### config.mk
export PLATFORM = sky130hd
export DESIGN_NAME = usb_tx_wire_driver
export DESIGN_NICKNAME = d
export VERILOG_FILES = /design/src/rtl/usb_tx_wire_driver.sv
export SDC_FILE = /design/constraint.sdc
export NUM_CORES = 1
export LEC_CHECK = 0
export CAP_MARGIN = 20
export CORE_MARGIN = 1
export CORE_UTILIZATION = 57
export CTS_BUF_LIST = sky130_fd_sc_hd__clkbuf_4
export CTS_CLUSTER_DIAMETER = 50
export DETAILED_ROUTE_END_ITERATION = 10
export HOLD_SLACK_MARGIN = 0.06
export MAX_ROUTING_LAYER = met4
export PLACE_DENSITY = 0.85
export SLEW_MARGIN = 20
export SYNTH_ARGS = -nofsm -noshare
export SYNTH_HDL_FRONTEND = slang
export SYNTH_SLANG_ARGS = --single-unit
### constraint.sdc
create_clock -name clk -period 3.65 [get_ports clk]
set_input_delay 1.095 -clock clk [delete_from_list [all_inputs] [get_ports clk]]
set_output_delay 1.095 -clock clk [all_outputs]
set_load 0.01 [all_outputs]
### src/rtl/usb_tx_wire_driver.sv
// rtl/usb_tx_wire_driver.sv - USB wire transmit sink: symbol FIFO replayed one entry per bit period
// Entries are {ctl, bits}; the line-drive outputs only ever change on a bit tick that pops.
module usb_tx_wire_driver #(
   parameter int FIFO_ADDR_W = 2,
   parameter int FS_DIV      = 4,
   parameter int LS_DIV      = 32
) (
   input  logic       clk,
   input  logic       rst,
   input  logic [1:0] TxBits,
   input  logic       TxCtl,
   input  logic       USBWireWEn,
   output logic       USBWireRdy,
   input  logic       fullSpeedRate,
   output logic [1:0] USBWireDataOut,
   output logic       USBWireCtrlOut,
   output logic       txActive,
   output logic       txUnderrun,
   output logic       txOverflow
);

   localparam int DEPTH = 1 << FIFO_ADDR_W;
   localparam int CNT_W = $clog2((LS_DIV > FS_DIV) ? LS_DIV : FS_DIV) + 1;
   localparam logic [CNT_W-1:0] FS_LAST = CNT_W'(FS_DIV - 1);
   localparam logic [CNT_W-1:0] LS_LAST = CNT_W'(LS_DIV - 1);
   localparam logic [FIFO_ADDR_W:0] DEPTH_C = (FIFO_ADDR_W + 1)'(DEPTH);

   localparam logic [0:0] WIRE_IDLE   = 1'b0;
   localparam logic [0:0] WIRE_ACTIVE = 1'b1;

   logic [2:0]             mem_q [DEPTH];
   logic [2:0]             mem_d [DEPTH];
   logic [FIFO_ADDR_W-1:0] wr_ptr_q, wr_ptr_d;
   logic [FIFO_ADDR_W-1:0] rd_ptr_q, rd_ptr_d;
   logic [FIFO_ADDR_W:0]   count_q, count_d;
   logic [CNT_W-1:0]       bit_cnt_q, bit_cnt_d;
   logic [0:0]             state_q, state_d;
   logic [1:0]             data_out_q, data_out_d;
   logic                   ctrl_out_q, ctrl_out_d;
   logic                   underrun_q, underrun_d;
   logic                   overflow_q, overflow_d;

   logic       tick;
   logic       push;
   logic       pop;
   logic [2:0] head;

   always_comb begin
      tick       = bit_cnt_q >= (fullSpeedRate ? FS_LAST : LS_LAST);
      USBWireRdy = count_q < DEPTH_C;
      // Room is judged on the registered count, so a same-cycle pop never frees a slot.
      push       = USBWireWEn && USBWireRdy;
      pop        = tick && (count_q != '0);
      head       = mem_q[rd_ptr_q];

      mem_d      = mem_q;
      wr_ptr_d   = wr_ptr_q;
      rd_ptr_d   = rd_ptr_q;
      count_d    = count_q;
      bit_cnt_d  = tick ? '0 : bit_cnt_q + CNT_W'(1);
      state_d    = state_q;
      data_out_d = data_out_q;
      ctrl_out_d = ctrl_out_q;
      underrun_d = underrun_q | (tick && (count_q == '0) && (state_q == WIRE_ACTIVE));
      overflow_d = overflow_q | (USBWireWEn && !USBWireRdy);

      if (push) begin
         mem_d[wr_ptr_q] = {TxCtl, TxBits};
         wr_ptr_d        = wr_ptr_q + FIFO_ADDR_W'(1);
      end
      if (pop) begin
         rd_ptr_d   = rd_ptr_q + FIFO_ADDR_W'(1);
         ctrl_out_d = head[2];
         data_out_d = head[1:0];
         state_d    = head[2] ? WIRE_ACTIVE : WIRE_IDLE;
      end
      case ({push, pop})
         2'b10:   count_d = count_q + (FIFO_ADDR_W + 1)'(1);
         2'b01:   count_d = count_q - (FIFO_ADDR_W + 1)'(1);
         default: count_d = count_q;
      endcase
   end

   always_ff @(posedge clk) begin
      if (rst) begin
         wr_ptr_q   <= '0;
         rd_ptr_q   <= '0;
         count_q    <= '0;
         bit_cnt_q  <= '0;
         state_q    <= WIRE_IDLE;
         data_out_q <= 2'b00;
         ctrl_out_q <= 1'b0;
         underrun_q <= 1'b0;
         overflow_q <= 1'b0;
      end else begin
         wr_ptr_q   <= wr_ptr_d;
         rd_ptr_q   <= rd_ptr_d;
         count_q    <= count_d;
         bit_cnt_q  <= bit_cnt_d;
         state_q    <= state_d;
         data_out_q <= data_out_d;
         ctrl_out_q <= ctrl_out_d;
         underrun_q <= underrun_d;
         overflow_q <= overflow_d;
      end
   end

   // Storage needs no reset: count/pointers alone decide which entries are live.
   always_ff @(posedge clk) begin
      mem_q <= mem_d;
   end

   assign USBWireDataOut = data_out_q;
   assign USBWireCtrlOut = ctrl_out_q;
   assign txActive       = (state_q == WIRE_ACTIVE);
   assign txUnderrun     = underrun_q;
   assign txOverflow     = overflow_q;

endmodule

==> flow_metrics.env <==
export IMPL_filler_cell_count=166
export IMPL_setup_viol=0
export IMPL_cells_along_the_critical_path="clkdlybuf4s50_1 -> ha_1 -> a21oi_1 -> o211a_2 -> nor2_1 -> ha_1 -> inv_1 -> fa_1 -> xor2_1 -> or3_1 -> a21oi_1"
export IMPL_vias_per_cell=5.49
export IMPL_clkPwrFrac=0.295
export IMPL_power_leakage_nw=0.571
export IMPL_postCtsSetupRepairBufs=0
export IMPL_cp_max_fo=3
export IMPL_final_nets=154
export IMPL_timing_final_crit_period_ps=3290
export IMPL_rsz0062_at_grt="no"
export IMPL_maxCapViolCount=0
export IMPL_vias=906
export IMPL_path_clk_slew_ps=90
export IMPL_placedCellCount=158
export IMPL_fin_setup_tns_ps=0
export IMPL_antenna_cells=0
export IMPL_initial_core_util=0.599
export IMPL_finalHoldViolCount=0
export IMPL_dp_hpwl_um=1650
export IMPL_swShare=0.233
export IMPL_run_status="finished clean"
export IMPL_route_final_wire_length_um=2160
export IMPL_cts_hold_repair_buffers=0
export IMPL_synthesis_area_per_instance_um2=11.0
export IMPL_gp_routability_congestion=0.740
export IMPL_layoutNonFillerInstCount=165
export IMPL_detail_route_first_pass_iterations=4
export IMPL_holdCritPathClass="flip-flop to flip-flop"
export IMPL_share_seq_of_total_power=0.598
export IMPL_top_cell_types_by_occurrence_after_synthesis="sky130_fd_sc_hd__nor2_1, sky130_fd_sc_hd__dfxtp_1, sky130_fd_sc_hd__edfxtp_1"
export IMPL_power_frac_comb=0.107
export IMPL_type_of_the_setup_path_with_the_least_slack="input port to flip-flop"
export IMPL_largest_net_degree_at_the_start_of_global_routing=15
export IMPL_portBuffers=13
export IMPL_tritoncts="done"
export IMPL_die_width_um=50.0
export IMPL_finish_utilization=0.696
export IMPL_cts_repair_resized=0
export IMPL_root_buffer_selected_by_cts="sky130_fd_sc_hd__clkbuf_4"
export IMPL_netlist_top_cell_by_area="sky130_fd_sc_hd__dfxtp_1"
export IMPL_post_synth_top_count_cell="sky130_fd_sc_hd__nor2_1"
export IMPL_pwr_density_cell_nw_per_um2=412
export IMPL_worstPathArrival_ps=3530
export IMPL_asyncSetResetFlopFracSynth=0
export IMPL_power_report_internal_total_w=0.000482
export IMPL_ir_worst_vdd_mv=0.365
export IMPL_start_kind="input port"
export IMPL_clock_insertion_delay_worst_skew_ps=310
export IMPL_avgRoutedWirePerCell_um=13.1
export IMPL_postSynthRegisterBits=30
export IMPL_track_usage=0.211
export IMPL_clock_tree_htree_level_count=2
export IMPL_grt_overflow_total=0
export IMPL_clock_path_buffers=2
export IMPL_report_final_slew_viol_count=0
export IMPL_cp_data_required_time_ps=3890
export IMPL_synth_edf_count=12
export IMPL_synth_lib_cells_used_distinct=26
export IMPL_syn2layout_area_growth_pct=16.2
export IMPL_tightest_slew_ps=663
export IMPL_crit_path_end_kind="flip-flop"
export IMPL_top_achievable_clock_speed_ghz=0.304
export IMPL_final_setup_skew_ps=8.87
export IMPL_primary_ff_master_synth="sky130_fd_sc_hd__dfxtp_1"
export IMPL_final_layout_size_suffix_gt1_frac=0.0949
export IMPL_die_height_um=50.0
export IMPL_ys_warnings_count=0
export IMPL_net_switching_power_w=0.000146
export IMPL_timing_critical_path_slowest_cell_delay_ps=450
export IMPL_first_global_vias=879
export IMPL_ios=14
export IMPL_grt_first_pass_wirelength_um=3570
export IMPL_tritoncts_num_buffers=5
export IMPL_placement_rows=17
export IMPL_number_of_antenna_violations_at_the_first_check_in_global_routing=0
export IMPL_drt_first_iter_violations=14
export IMPL_syn_cell_area_um2=1310
export IMPL_slowest_stage_cell_on_the_critical_path="sky130_fd_sc_hd__clkdlybuf4s50_1"
export IMPL_synth_top_cells_by_area="sky130_fd_sc_hd__dfxtp_1, sky130_fd_sc_hd__edfxtp_1, sky130_fd_sc_hd__ha_1"
export IMPL_postSynthNetCount=136
export IMPL_core_area_um2=2190
export IMPL_timing_max_slew_rel_slack=0.555
export IMPL_cts_sinks=30
export IMPL_drt_drc_violations_left=0
export IMPL_route_antenna_remaining_nets=0
export IMPL_ys_seq_area_frac=0.550
export IMPL_die_area_um2=2500
export IMPL_timing_critical_path_max_delay_family="adder cells"
export IMPL_critical_path_buf_inv_count=2
export IMPL_post_route_period_util=0.901
export IMPL_yosys_area_top_type_share=0.275
export IMPL_post_synth_inst_count=119
[layer usage]
layer  wire (um)  vias to the layer above  global-route usage
met4          56                        0               0.138
met5           0                        -                   -
met1         887                      432               0.204
met2        1130                       23               0.354
met3          88                        7              0.0741
li1            -                      444                   -
[power by group through the flow]
stage | Clock [W] | Sequential, W | Combinational, W
final | 0.000185 | 0.000375 | 0.0000674
after global routing | 0.000211 | 0.000377 | 0.0000762
after CTS | 0.000194 | 0.000375 | 0.0000683
after detailed placement | 0 | 0.000383 | 0.0000678
after global placement | 0 | 0.000381 | 0.0000624
after floorplan | 0 | 0.000380 | 0.0000454
[metrics by stage]
step	hold slack [ps]	area, um2	worst slack, ps	power, W
after global routing	487	1520	262	0.000664
final	470	1520	361	0.000627
after floorplan	418	1310	633	0.000425
after detailed placement	451	1470	23.2	0.000451
after CTS	467	1520	362	0.000637
after global placement	428	1470	123	0.000444
[logic make-up after synthesis]
family,Yosys count,synth area share
muxes,3,0.0515
and+or+nand+nor,38,0.135
AOI/OAI and AO/OA,18,0.0792
adders and majority gates,10,0.101
buffers and inverters,14,0.0439
DFF,30,0.550
xor gates and xnor gates,6,0.0401
[layout make-up]
| type | count | area, um2 | area share |
|---|---|---|---|
| clock buffer | 7 | 52.6 | 0.0345 |
| timing repair buffer | 15 | 145 | 0.0952 |
| tap | 28 | 35.0 | 0.0230 |
| inverter | 10 | 37.5 | 0.0246 |
| multi-input combinational | 75 | 533 | 0.350 |
| sequential | 30 | 721 | 0.473 |
[registers in the layout (all words and copies together), names as in the netlist]
name,cells
mem_q,12
txUnderrun,1
bit_cnt_q,6
txActive,1
rd_ptr_q,2
count_q,3
txOverflow,1
wr_ptr_q,2
USBWireDataOut,2
[placed cells by master, fill, tap and decap left out]
cell                              count
sky130_fd_sc_hd__nor2_1              19
sky130_fd_sc_hd__dfxtp_1             18
sky130_fd_sc_hd__clkdlybuf4s50_1     13
sky130_fd_sc_hd__edfxtp_1            12
sky130_fd_sc_hd__inv_1               10
sky130_fd_sc_hd__a21oi_1              9
sky130_fd_sc_hd__ha_1                 9
sky130_fd_sc_hd__clkbuf_4             7
sky130_fd_sc_hd__nand3_1              6
sky130_fd_sc_hd__o21ai_0              5
sky130_fd_sc_hd__and2_1               4
sky130_fd_sc_hd__xor2_1               4
sky130_fd_sc_hd__mux4_2               3
sky130_fd_sc_hd__nand4_1              2
sky130_fd_sc_hd__xnor2_1              2
sky130_fd_sc_hd__nand2_1              2
sky130_fd_sc_hd__or3_1                2
sky130_fd_sc_hd__buf_4                2
sky130_fd_sc_hd__nor3_1               1
sky130_fd_sc_hd__o211a_2              1
sky130_fd_sc_hd__nor2b_1              1
sky130_fd_sc_hd__nand2b_1             1
sky130_fd_sc_hd__o211ai_1             1
sky130_fd_sc_hd__a311o_1              1
sky130_fd_sc_hd__a31oi_1              1
sky130_fd_sc_hd__fa_1                 1
[final timing paths]
check / from / end / slack, ps / depth (start not counted)
worst max-delay path: fullSpeedRate / count_q[2] / 360 / 11
worst min-delay path: bit_cnt_q[0] / bit_cnt_q[0] / 470 / 1
worst max register to register: bit_cnt_q[3] / count_q[2] / 1260 / 10
worst min register to register: bit_cnt_q[0] / bit_cnt_q[0] / 470 / 1
Power figures use the tool's default switching activity.
